--- src/rtl/muldiv_unit.sv ---
// muldiv_unit: iterative MULT/MULTU/DIV/DIVU engine with architectural HI/LO.
// One operand bit is retired per RUN cycle. The operand magnitudes are processed
// unsigned, and the result signs are applied in a single FIX cycle at the end.
//
// state | meaning
// IDLE  | waiting for start; MTHI/MTLO writes allowed
// RUN   | WIDTH shift-add / shift-subtract iterations
// FIX   | sign correction, HI/LO write, done pulse next cycle
module muldiv_unit #(
  parameter int WIDTH = 32
) (
  input  logic             clk,
  input  logic             reset,
  input  logic             start,
  input  logic [1:0]       op,
  input  logic [WIDTH-1:0] a,
  input  logic [WIDTH-1:0] b,
  input  logic             wr_hi,
  input  logic             wr_lo,
  input  logic [WIDTH-1:0] wd,
  output logic             busy,
  output logic             done,
  output logic             div0,
  output logic [WIDTH-1:0] hi,
  output logic [WIDTH-1:0] lo
);

  localparam int CW = $clog2(WIDTH + 1);

  typedef enum logic [1:0] {
    IDLE = 2'd0,
    RUN  = 2'd1,
    FIX  = 2'd2
  } state_t;

  state_t state, state_nxt;

  logic [CW-1:0]      cnt;
  logic               op_div;
  logic               neg_lo;   // product or quotient must be negated
  logic               neg_hi;   // remainder must be negated (dividend was negative)
  logic               b_zero;
  logic [WIDTH-1:0]   a_keep;   // raw dividend, returned in HI on divide-by-zero
  logic [WIDTH-1:0]   mag_b;    // multiplicand or divisor magnitude
  logic [2*WIDTH-1:0] acc;      // multiply: {partial, multiplier}; divide: {rem, quot}

  logic               accept;
  logic [WIDTH-1:0]   a_abs, b_abs;
  logic [WIDTH:0]     mul_sum;
  logic [2*WIDTH-1:0] mul_next;
  logic [WIDTH:0]     div_trial, div_diff;
  logic [2*WIDTH-1:0] div_next;
  logic [2*WIDTH-1:0] prod_fix;
  logic [WIDTH-1:0]   quot_fix, rem_fix;

  assign accept = (state == IDLE) && start;

  // Operand magnitudes; signed ops take absolute values (most negative maps to itself).
  always_comb begin
    a_abs = a;
    b_abs = b;
    if (op[0] && a[WIDTH-1]) a_abs = -a;
    if (op[0] && b[WIDTH-1]) b_abs = -b;
  end

  // One iteration of radix-2 shift-add and of restoring shift-subtract.
  always_comb begin
    mul_sum   = {1'b0, acc[2*WIDTH-1:WIDTH]} + (acc[0] ? {1'b0, mag_b} : '0);
    mul_next  = {mul_sum, acc[WIDTH-1:1]};
    div_trial = acc[2*WIDTH-1:WIDTH-1];
    div_diff  = div_trial - {1'b0, mag_b};
    if (div_diff[WIDTH])
      div_next = {div_trial[WIDTH-1:0], acc[WIDTH-2:0], 1'b0};
    else
      div_next = {div_diff[WIDTH-1:0], acc[WIDTH-2:0], 1'b1};
  end

  // Sign correction of the finished magnitudes.
  always_comb begin
    prod_fix = acc;
    quot_fix = acc[WIDTH-1:0];
    rem_fix  = acc[2*WIDTH-1:WIDTH];
    if (neg_lo) begin
      prod_fix = -acc;
      quot_fix = -acc[WIDTH-1:0];
    end
    if (neg_hi) rem_fix = -acc[2*WIDTH-1:WIDTH];
  end

  // State register.
  always_ff @(posedge clk or negedge reset) begin
    if (!reset) state <= IDLE;
    else        state <= state_nxt;
  end

  // Next-state logic.
  always_comb begin
    state_nxt = state;
    case (state)
      IDLE:    if (start) state_nxt = RUN;
      RUN:     if (cnt == CW'(WIDTH - 1)) state_nxt = FIX;
      FIX:     state_nxt = IDLE;
      default: state_nxt = IDLE;
    endcase
  end

  // Operand capture and iteration datapath.
  always_ff @(posedge clk or negedge reset) begin
    if (!reset) begin
      cnt    <= '0;
      op_div <= 1'b0;
      neg_lo <= 1'b0;
      neg_hi <= 1'b0;
      b_zero <= 1'b0;
      a_keep <= '0;
      mag_b  <= '0;
      acc    <= '0;
    end else if (accept) begin
      cnt    <= '0;
      op_div <= op[1];
      neg_lo <= op[0] & (a[WIDTH-1] ^ b[WIDTH-1]);
      neg_hi <= op[0] & a[WIDTH-1];
      b_zero <= (b == '0);
      a_keep <= a;
      mag_b  <= b_abs;
      acc    <= {{WIDTH{1'b0}}, a_abs};
    end else if (state == RUN) begin
      cnt <= cnt + 1'b1;
      acc <= op_div ? div_next : mul_next;
    end
  end

  // Architectural HI/LO: written on FIX, or by MTHI/MTLO while idle.
  always_ff @(posedge clk or negedge reset) begin
    if (!reset) begin
      hi <= '0;
      lo <= '0;
    end else if (state == FIX) begin
      if (!op_div) begin
        {hi, lo} <= prod_fix;
      end else if (b_zero) begin
        hi <= a_keep;
        lo <= '1;
      end else begin
        hi <= rem_fix;
        lo <= quot_fix;
      end
    end else if (state == IDLE) begin
      if (wr_hi) hi <= wd;
      if (wr_lo) lo <= wd;
    end
  end

  // Registered handshake outputs.
  always_ff @(posedge clk or negedge reset) begin
    if (!reset) begin
      busy <= 1'b0;
      done <= 1'b0;
      div0 <= 1'b0;
    end else begin
      busy <= (state_nxt != IDLE);
      done <= (state == FIX);
      div0 <= (state == FIX) && op_div && b_zero;
    end
  end

endmodule

--- config.mk ---
export PLATFORM = sky130hd
export DESIGN_NAME = muldiv_unit
export DESIGN_NICKNAME = d
export VERILOG_FILES = /design/src/rtl/muldiv_unit.sv
export SDC_FILE = /design/constraint.sdc
export NUM_CORES = 1
export LEC_CHECK = 0
export BUFFER_PORTS_ARGS = -buffer_cell sky130_fd_sc_hd__buf_4
export CAP_MARGIN = 10
export CORE_ASPECT_RATIO = 1.25
export CORE_MARGIN = 1.5
export CORE_UTILIZATION = 54
export DETAILED_ROUTE_END_ITERATION = 8
export PLACE_DENSITY = 0.74
export SETUP_SLACK_MARGIN = 0.15
export SYNTH_ARGS = -nofsm -noshare
export SYNTH_HDL_FRONTEND = slang
export SYNTH_SLANG_ARGS = --single-unit
--- constraint.sdc ---
create_clock -name clk -period 5.7 [get_ports clk]
set_input_delay 0.285 -clock clk [delete_from_list [all_inputs] [get_ports clk]]
set_output_delay 0.285 -clock clk [all_outputs]
set_load 0.02 [all_outputs]
==> results.md <==
- The number of synthesized flops with an enable pin is 0.
- The worst setup slack for register-to-register paths is 1.48 ns.
- The global-route wire length before repair is 91100 um.
- The highest clock rate is 237 MHz.
- The via count of the routed design is 16900.
- The share of Yosys cell area claimed by the top area cell type is 31.3%.
- The last weighted congestion value of the routability-driven placer is 0.988.
- The number of buffers created by CTS is 25.
- The number of optimization iterations in the first detailed-route pass is 6.
- The share of synthesized flip-flops with an asynchronous set or reset is 100%.
- The x dimension of the die is 160 um.
- The met1 usage in global routing is 42.6%.
- The endpoint of the worst hold-timing path is hi[0].
- Summed over all layers, the routed wires come to 58500 um.
- In this design, the largest share of critical-path delay is due to compound AO/OA/AOI/OAI gates.
- The detailed router finished its first iteration with 1680 violations.
- The net total in the final layout is 2433.
- The flip-flop and latch count after synthesis is 207.
- The critical path's slowest cell is sky130_fd_sc_hd__a311oi_4.
- In the layout the commonest cells are sky130_fd_sc_hd__nand2_1, sky130_fd_sc_hd__o21ai_0, sky130_fd_sc_hd__dfrtp_1.
- The distinct cell type count of the synthesized netlist is 83.
- The sequential share of the synthesized area is 31.3%.
- The worst reg2reg path depth is 12.
- STA classifies the critical path endpoint as a flip-flop.
- The clock latency on the worst-skew pair is 0.56 ns.
- The number of global-route vias before repair is 16500.
- The commonest non-fill, non-tap cell in the layout is sky130_fd_sc_hd__nand2_1.
- In this run the deepest clock path goes through 3 buffers.
- Dividing the detail-routed via count by the number of cells gives 6.32.
- The die outline height is 199 um.
- The most used flip-flop cell after synthesis is sky130_fd_sc_hd__dfrtp_1.
- The floorplan die area is 31700 um2.
- The count of buffers added by post-CTS timing repair for setup is 0.
- For this run, global-route usage on met3 was measured as 4.92%.
- After detailed routing, the average wire length per cell comes to 21.8 um.
- The worst flop-to-flop path endpoint is acc[57].
- The combined global-route utilization of all metal layers is 36.8%.
- The worst register-to-register path begins at acc[31].
- The count of inserted antenna diode cells is 0.
- The hold violation count in the final report is 0.
- The growth of design area from synthesis to finish is 15.6%.
- Summed over all nets, the half-perimeter wirelength after detailed placement is 44000 um.
- Of the cells placed in the final design, the portion with a size suffix greater than 1 is 13.0%.
- The clock arrives with 0.0206 ns of skew.
- Once placement finished, the instance area stood at 18000 um2.
- For this configuration, the core starts out at a cell density of 55.0%.
- The startpoint identified for the worst hold timing path is wd[0].
- The setup-violating endpoint count in the final report is 0.
- Input and output buffers added on the ports amount to 169.
- CTS built an H-tree with a depth of 1.
- The worst hold path was traced through 3 stages.
- The worst setup path startpoint is acc[31].
- The time the final worst path needs with I/O delays and setup is 4.22 ns.
- The largest vdd supply drop is 0.354 mV.
- Traced cell by cell, the critical path runs through inv_1 -> ha_1 -> fa_1 -> nand2b_1 -> a211oi_1 -> o21ai_0 -> a31oi_1 -> o21ai_1 -> a311oi_4 -> buf_4 -> mux2i_1 -> o221ai_1.
- The critical path contains buffers and inverters numbering 2 combined.
- The biggest fanout along the worst timing path is 11.
- A synthesized cell averages 7.73 um2.
- The startpoint type of the worst setup path is a flip-flop.
- After floorplanning, the core was divided into 71 placement rows.
- The period utilization is 74.0%.
- For the worst setup path, the data required time is 6.10 ns.
- The count of pins over their slew limit came to 0.
- The number of nets with antenna violations after detailed routing is 0.
- Summing every instance area after synthesis gives 16500 um2.
- Data arrives at the worst endpoint at 4.62 ns.
- Clock-pin slew was measured on the worst setup and hold paths at 0.06 ns.
- The path class of the tightest hold or removal check is in2reg.
- The ratio of total power to cell area is 691 nW/um2.
- The met2 global-route usage is 64.1%.
- The count of boundary I/O pins is 170.
- By area the synthesized netlist is led by sky130_fd_sc_hd__dfrtp_1, sky130_fd_sc_hd__nand2_1, sky130_fd_sc_hd__o21ai_0.
- For this run, design rule violations remaining after detail routing come to 0.
- The count of warnings emitted by yosys is 0.
- In the synthesized netlist, the number of instances is 2142.
- The relative max-transition margin is 26.6%.
- Setup total negative slack on the finished layout was measured at 0 ns.
- The maximum number of pins on one net before global-route repair is 98.
- The total overflow left after global routing is 0.
- The measured slew at the worst slew-check pin is 1.10 ns.
- Setup repair after global routing left no endpoint under its margin.
- The run finished with clean final reports.
- The initial antenna violation count is 1.
- The maximum cell stage delay along the critical path is 0.66 ns.
- TritonCTS built the clock tree.
- The number of nets in the synthesized netlist is 2316.
- The tree is rooted in a sky130_fd_sc_hd__clkbuf_16.
- The number of maximum-capacitance violations is 0.
- In this run the static leakage power is 8.35 nW.
- The library cell with the largest summed area after synthesis is sky130_fd_sc_hd__dfrtp_1.
- The area of all placed cells without fillers is 19100 um2.
- The tree built by TritonCTS fans out to 207 sinks.
- The global routing stage identified its most utilized layer as met2.
- The kind of critical path is reg2reg.
- The core area is 30100 um2.
## worst min-delay path: cells and delay by family
kind                   cells  cell delay [ns]
buffers and inverters      1             0.09
AND/OR/NAND/NOR            2             0.16
## stage by stage
| step | hold WS, ns | std cells | setup WS [ns] | power (mW) | utilization, % |
|---|---|---|---|---|---|
| global placement | 0.428 | 2603 | 1.63 | 11.3 | 59.8 |
| detailed placement | 0.420 | 2603 | 1.57 | 11.4 | 59.8 |
| CTS | 0.000183 | 2677 | 1.52 | 13.1 | 63.5 |
| floorplan | -0.0106 | 2142 | 2.41 | 8.97 | - |
| finish | 0.00600 | 2677 | 1.48 | 13.2 | 63.5 |
| global route | 0.0102 | 2677 | 1.24 | 14.2 | 63.5 |
## kinds of logic (layout without fill, tap and decap cells)
group / Yosys count / in the layout / synth area share (%)
multiplexers: 53 / 53 / 3.24
adder cells (fa/ha/maj): 71 / 71 / 5.46
AO/OA/AOI/OAI: 693 / 693 / 25.5
XOR/XNOR: 169 / 169 / 8.94
AND/OR/NAND/NOR: 740 / 740 / 20.6
buffers and inverters: 209 / 343 / 4.97
flip-flops: 207 / 207 / 31.3
## synthesized netlist by cell type, types with 11 or more instances
cell,instances
sky130_fd_sc_hd__a211oi_1,12
sky130_fd_sc_hd__a21o_1,21
sky130_fd_sc_hd__a21oi_1,171
sky130_fd_sc_hd__a22oi_1,28
sky130_fd_sc_hd__a31oi_1,17
sky130_fd_sc_hd__buf_2,16
sky130_fd_sc_hd__clkbuf_1,110
sky130_fd_sc_hd__dfrtp_1,207
sky130_fd_sc_hd__ha_1,69
sky130_fd_sc_hd__inv_1,71
sky130_fd_sc_hd__mux2i_1,49
sky130_fd_sc_hd__nand2_1,335
sky130_fd_sc_hd__nand2b_1,19
sky130_fd_sc_hd__nand3_1,35
sky130_fd_sc_hd__nand4_1,12
sky130_fd_sc_hd__nor2_1,193
sky130_fd_sc_hd__nor3_1,33
sky130_fd_sc_hd__nor4_1,11
sky130_fd_sc_hd__o211ai_1,21
sky130_fd_sc_hd__o21a_1,11
sky130_fd_sc_hd__o21ai_0,237
sky130_fd_sc_hd__o21ai_1,16
sky130_fd_sc_hd__o221ai_1,19
sky130_fd_sc_hd__o22ai_1,42
sky130_fd_sc_hd__o31ai_1,27
sky130_fd_sc_hd__o41ai_1,11
sky130_fd_sc_hd__or2_2,11
sky130_fd_sc_hd__or3_1,15
sky130_fd_sc_hd__xnor2_1,112
sky130_fd_sc_hd__xor2_1,57
## sequential cells by signal, indices dropped and copies added, names as in the netlist
name,count
acc,64
done,1
busy,1
mag_b,32
op_div,1
state,2
a_keep,32
neg_lo,1
hi,32
neg_hi,1
lo,32
div0,1
b_zero,1
cnt,6
## where the power goes
group          total, mW  switching [mW]  internal, mW  leakage (nW)
clock               1.59           0.676         0.916         0.392
sequential          3.22            1.02          2.20          2.55
combinational       8.40            5.04          3.37          5.40
## how the worst max path moves through the flow
stage | to | slack [ns] | cells past startpoint
finish | acc[57] | 1.48 | 12
global route | acc[52] | 1.24 | 13
CTS | acc[57] | 1.52 | 12
detailed placement | acc[57] | 1.57 | 12
global placement | acc[32] | 1.63 | 13
floorplan | acc[37] | 2.41 | 13
## repair_timing
| action | 4_1_cts | 5_1_grt |
|---|---|---|
| endpoints found under the setup margin | 0 | 0 |
| gates resized for setup | 0 | 0 |
| endpoints found under the hold margin | 124 | 0 |
| hold buffers | 30 | 0 |
## layer usage
layer,share of wire (%),wire (um)
met2,48,28300
met3,6.5,3790
met5,0.019,11
met1,38,22400
met4,6.9,4030
## cell type report
| cell class | instances | area, um2 |
|---|---|---|
| fillers | 2718 | 11000 |
| multi-input cells | 1726 | 10600 |
| flip-flops and latches | 207 | 5180 |
| repair buffers | 228 | 1790 |
| clock buffers | 33 | 706 |
| well taps | 401 | 502 |
| inverters | 71 | 267 |
| clock inverters | 11 | 97.6 |
Power figures use the tool's default switching activity.
